### config.mk
export PLATFORM = sky130hd
export DESIGN_NAME = arb2_client
export DESIGN_NICKNAME = d
export VERILOG_FILES = /design/src/rtl/arb2_client.sv
export SDC_FILE = /design/constraint.sdc
export NUM_CORES = 1
export LEC_CHECK = 0
export ABC_AREA = 1
export BUFFER_PORTS_ARGS = -buffer_cell sky130_fd_sc_hd__buf_2
export CAP_MARGIN = 20
export CORE_MARGIN = 3
export CORE_UTILIZATION = 50
export DETAILED_ROUTE_END_ITERATION = 7
export GPL_TIMING_DRIVEN = 0
export PLACE_DENSITY = 0.68
export SETUP_SLACK_MARGIN = 0.4
export SLEW_MARGIN = 40
export SYNTH_ARGS = -nofsm -noshare
export SYNTH_HDL_FRONTEND = slang
export SYNTH_SLANG_ARGS = --single-unit
### constraint.sdc
create_clock -name clk -period 2.1 [get_ports clk]
set_input_delay 0.105 -clock clk [delete_from_list [all_inputs] [get_ports clk]]
set_output_delay 0.105 -clock clk [all_outputs]
set_load 0.01 [all_outputs]
### src/rtl/arb2_client.sv
// rtl/arb2_client.sv - requester-side agent for the two-way arb2 arbiter
module arb2_client #(
    parameter int LEN_W      = 4,
    parameter int STARVE_MAX = 16,
    parameter int STV_W      = 5
) (
    input  logic             clk,
    input  logic             rst,
    input  logic             job_valid,
    input  logic [LEN_W-1:0] job_len,
    output logic             job_ready,
    input  logic             gnt,
    output logic             req,
    output logic             beat,
    output logic [LEN_W-1:0] beat_cnt,
    output logic             done,
    output logic             starve
);

    typedef enum logic [1:0] {
        IDLE   = 2'd0,
        ACTIVE = 2'd1,
        REL    = 2'd2
    } state_t;

    state_t             state, state_n;
    logic               pend_valid;
    logic [LEN_W-1:0]   pend_len;
    logic [LEN_W-1:0]   cur_len;
    logic [STV_W-1:0]   stv_cnt;
    logic               load;

    assign job_ready = !pend_valid;
    assign beat      = req && gnt;

    always_comb begin
        state_n = state;
        load    = 1'b0;
        case (state)
            IDLE: begin
                if (pend_valid) begin
                    load    = 1'b1;
                    state_n = ACTIVE;
                end
            end
            ACTIVE: begin
                if (beat && (beat_cnt + LEN_W'(1) == cur_len)) begin
                    state_n = REL;
                end
            end
            REL:     state_n = IDLE;
            default: state_n = IDLE;
        endcase
    end

    always_ff @(posedge clk or negedge rst) begin
        if (!rst) begin
            state <= IDLE;
            req   <= 1'b0;
            done  <= 1'b0;
        end else begin
            state <= state_n;
            req   <= (state_n == ACTIVE);
            done  <= (state_n == REL);
        end
    end

    // The slot only empties on a load, so accept and load never coincide.
    always_ff @(posedge clk or negedge rst) begin
        if (!rst) begin
            pend_valid <= 1'b0;
            pend_len   <= '0;
        end else if (load) begin
            pend_valid <= 1'b0;
        end else if (job_valid && job_ready) begin
            pend_valid <= 1'b1;
            pend_len   <= (job_len == '0) ? LEN_W'(1) : job_len;
        end
    end

    always_ff @(posedge clk or negedge rst) begin
        if (!rst) begin
            cur_len  <= '0;
            beat_cnt <= '0;
        end else if (load) begin
            cur_len  <= pend_len;
            beat_cnt <= '0;
        end else if (beat) begin
            beat_cnt <= beat_cnt + LEN_W'(1);
        end
    end

    // Starve is sticky across REL; only a real beat (or reset) clears it.
    always_ff @(posedge clk or negedge rst) begin
        if (!rst) begin
            stv_cnt <= '0;
            starve  <= 1'b0;
        end else begin
            if (beat || state != ACTIVE) begin
                stv_cnt <= '0;
            end else if (req && !gnt && stv_cnt != STV_W'(STARVE_MAX)) begin
                stv_cnt <= stv_cnt + STV_W'(1);
            end
            if (beat) begin
                starve <= 1'b0;
            end else if (state == ACTIVE && req && !gnt
                         && stv_cnt == STV_W'(STARVE_MAX - 1)) begin
                starve <= 1'b1;
            end
        end
    end

endmodule

**Word level (Yosys, flattened, before mapping)**

Index checks and enable logic that the tools add are counted.
Widths: inputs -> output; s select.

- Logic and storage cells: 51
- Bits in registers: 23

- Multiplexer cells: 14
- Add/subtract/negate cells: 2
- Bitwise gates (word level): 1
- Reduce and logical (&&, ||, !) cells: 18
- Equality and inequality tests: 7

Operator list:

| cell | number |
|---|---|
| $mux 4 | 3 |
| $mux 5 | 2 |
| $logic_and 1x1->1 | 8 |
| $reduce_bool 2->1 | 4 |
| $mux 1 | 6 |
| $add 5x1->5 const B | 1 |
| $eq 5x4->1 const B | 1 |
| $ne 5x5->1 const B | 1 |
| $add 4x1->4 const B | 1 |
| $eq 2x1->1 const B | 2 |
| $eq 4x4->1 | 1 |
| $logic_not 4->1 | 1 |
| $mux 2 | 2 |
| $pmux 2 s2 | 1 |
| $eq 2x2->1 const B | 1 |
| $logic_not 1->1 | 2 |
| $logic_not 2->1 | 1 |
| $ne 2x1->1 const B | 1 |
| $reduce_and 2->1 | 1 |
| $logic_or 1x1->1 | 1 |
| $not 1->1 | 1 |

**Depth between registers and ports, before layout**

- Depth in word-level cells: 6
- Depth in mapped cells: 9
- Mapped depth without buffers: 9

**Worst setup path after synthesis**

OpenSTA, ideal clock, no wires.

- Path kind: register -> register
- Start point: register beat_cnt[0]
- End point: register req
- Library setup time: 66 ps
- Data required time: 2034 ps
- Setup slack: 702 ps
- Stages on the path, launching flop included: 9
- Arrival: 1332 ps
- Cells stage by stage: dfrtp_1 > ha_1 > inv_1 > or2_2 > nand3_1 > nor2_1 > nand2_2 > nand2_2 > nand2_1

- Cells in the longest elaborated chain, start to end: 6

RTL lines:

| element | line | RTL |
|---|---|---|
| start, declared | 15 | `output logic [LEN_W-1:0] beat_cnt,` |
| start signal, assigned | 89 | `beat_cnt <= beat_cnt + LEN_W'(1);` |
| $add 4x1->4 | 47 | `if (beat && (beat_cnt + LEN_W'(1) == cur_len)) begin` |
| $eq 4x4->1 | 47 |  |
| $logic_and 1x1->1 | 47 |  |
| $mux 2 | 47 |  |
| $pmux 2 s2 | 39 | `case (state)` |
| $eq 2x1->1 | 63 | `req <= (state_n == ACTIVE);` |
| end signal, assigned | 63 |  |
| end, declared | 13 | `output logic req,` |

No other way between the ends.
A chain may end at the register's enable or synchronous reset.

**Final worst setup path**

- Start point: register beat_cnt[0]
- End point: register state[0]

- Cells in the longest elaborated chain, start to end: 5

RTL lines:

| element | line | RTL |
|---|---|---|
| $add 4x1->4 | 47 |  |
| $eq 4x4->1 | 47 |  |
| $logic_and 1x1->1 | 47 |  |
| $mux 2 | 47 |  |
| $pmux 2 s2 | 39 |  |
| named net state_n[0] | 26 | `state_t state, state_n;` |
| end signal, assigned | 62 | `state <= state_n;` |
| end, declared | 26 |  |

The timed path passes the listed nets, and every way through them passes these cells.

==> metrics <==
top-count cell post-synth nand2_1; CTS tree yes; largest family of logic cells by synthesized area simple AND/OR/NAND/NOR gates; post-route minimum period around 1.4 ns; core area ~2100 µm²; Seq/Total Area, Yosys approximately 51%; Slew @ Worst Pin roughly 0.50 ns; Setup WS post-layout approximately 0.66 ns; die width 53.7 µm; Setup CP Type reg2reg; worst hold slack 0.0544 ns; Top Ports 17; H-tree Lvls 1; Adder-Cell Fraction of Synth Area roughly 4.4%; Leakage Power between 0.6 and 0.7 nW; top post-synthesis cells by area dfrtp_1, nand2_1, inv_1; post-synthesis mux area share 0%; router iterations before antenna repair 4; CP max stage cell dfrtp_1; largest net degree at the start of global routing 24; Syn. warnings 0; XOR/XNOR share of the synthesized area between 1.5 and 2%; fillcell total between 150 and 200; Skew-Pair Late Insertion Delay approximately 0.3 ns; syn nets between 100 and 150; Hold Path Class in2reg; Syn Area/Cell around 8.4 µm²; Final setup viols 0; Max VDD drop roughly 0.61 mV; TritonCTS buffer count 3; peak fanout along the critical path 7; crit end category register; top_reg_cell synth dfrtp_1; Post-Route Utilization 62.5%; Syn Std Cell Area between 1000 and 1500 µm²; fraction of the cycle the final worst path needs 68.7%; Area after DPL ~1300 µm²; Yosys top cell area share between 50 and 60%; Critical Path Most Common Cell nand2_2; antenna viol nets, final 0; initial cell density of the core a little under three fifths; DR iter-0 viols 12; die area 2880 µm²; cell taking the most area after synthesis dfrtp_1; Worst Path Required ~2.4 ns; Compound-Gate Fraction of Synth Area about a tenth; diode count 0; skew final approximately 0.0063 ns; Max Cap Viol 0; Pwr Density ~1200 nW/µm²; clk slew on worst S/H paths about 0.13 ns; vias in the first global route between 800 and 900; Worst slew margin between 60 and 70%; critical path's top delay family simple AND/OR/NAND/NOR gates; GP Congestion about 0.8; CTS Root Cell clkbuf_4; initial antenna violation count 0; Synth Area in Simple Gates between 20% and 30%; Worst setup startpoint beat_cnt[0]; global route overflow 0; FF+latch count, synth 23; unrepaired setup endpoints after global routing no; Post-Syn Instances about 140; Slew Viols, Final 0; status finished, final reports clean; layout cells sized above 1 21.8%; CP max stage delay between 0.4 and 0.5 ns; Die Span Y approximately 54 µm; CP cell instances ha_1 > inv_1 > or2_2 > nand3_1 > nor2_1 > nand2_2 > nand2_2 > nand2_1; DR vias/cell a little under 5; total number of vias between 800 and 900; I/O Buffers 16; WL/cell between 10 and 15 µm; Hold Crit Start job_len[0]; # DRC 0; setup bufs post-CTS 0; Clock Tree Buf Depth 2; Startpoint Class register; area grow syn2layout 13.3%; Post-synth ARST share between 90% and 100%; Worst R2R Start beat_cnt[0]; Row Count 16; Hold Fails Final Rpt 0; clock sinks 23; post-synthesis cell type count 20; CP arrival 1.70 ns; maximum clock rate between 0.6 and 0.7 GHz; total routed wirelength around 1.9 mm; pre-CTS setup slack about 0.67 ns; first-pass GRT wire length approximately 3.5 mm; synth cell count leaders nand2_1, dfrtp_1, inv_1; number of buffer and inverter stages on the critical path 1; overall routing resource usage between 10% and 20%; dpl hpwl ~1.5 mm; EDFF count, synth 0; Final nets between 150 and 200; setup TNS 0 ns; cell area after layout between 1000 and 1500 µm²
worst register-to-register path: cells and delay by family (launching register included):
kind | cells | cell delay (ns)
AND/OR/NAND/NOR | 6 | 0.57
buffers and inverters | 1 | 0.06
flip-flops | 1 | 0.47
adder cells (fa/ha/maj) | 1 | 0.31
kinds of logic (layout without fill, tap and decap cells):
family | after synthesis | in the layout
AO/OA/AOI/OAI | 19 | 19
flip-flops | 23 | 23
adder cells (fa/ha/maj) | 4 | 4
AND/OR/NAND/NOR | 64 | 64
XOR/XNOR | 2 | 2
buffers and inverters | 23 | 44
flip-flops by register name, summed over array words and instances, names as in the netlist:
signal	count
beat_cnt	4
cur_len	4
done	1
pend_len	4
pend_valid	1
req	1
starve	1
state	2
stv_cnt	5
layout by cell type (no fill, tap or decap), types with 2 or more instances in the layout:
master    count
inv_2         2
nand2_1      32
nor2_1        7
dfrtp_1      23
nand3_1      13
ha_1          4
xor2_1        2
clkbuf_4      3
inv_1        21
buf_2        16
o21ai_0       9
nand4_1       2
nand2_2       5
o21ai_1       6
nor2_2        2
routing by layer:
layer	GRT usage, %	vias to the layer above	wire (µm)
met4	6.38	0	20
met3	2.49	2	76
met1	22.8	395	951
met5	0	-	0
li1	-	473	-
met2	26.0	15	893
per-stage QoR:
stage          power [W]  instances
2_1_floorplan    0.00118        135
3_5_place_dp     0.00137        178
5_1_grt          0.00171        183
4_1_cts          0.00157        183
6_report         0.00155        183
3_3_place_gp     0.00134        178
where the power goes:
group | switching [W] | internal, W
Combinational | 0.000404 | 0.000232
Clock | 0.000130 | 0.0000709
Sequential | 0.000119 | 0.000591
timing repair:
item | 4_1_cts | 5_1_grt
hold buffers | 1 | 0
endpoints found under the hold margin | 23 | 0
resized for setup | 0 | 0
worst paths after layout:
kind | end | slack, ns | cells past startpoint
worst max-delay path | state[0] | 0.66 | 8
worst min-delay path | pend_len[0] | 0.05 | 3
worst max register to register | state[0] | 0.66 | 8
worst min register to register | cur_len[1] | 0.47 | 2
max in group asynchronous | cur_len[2] | 1.48 | 2
min in group asynchronous | stv_cnt[4] | 0.28 | 2
layout make-up:
class                           count  area, µm²  share of cell area, %
Inverter                           23       86.3                   6.70
Clock buffer                        3       22.5                   1.75
Sequential cell                    23        576                   44.7
Multi-Input combinational cell     89        475                   36.9
Clock inverter                      1       5.00                  0.388
Tap cell                           27       33.8                   2.62
Timing Repair Buffer               17       90.1                   6.99
Note: power is estimated with default switching activity, not from simulation.
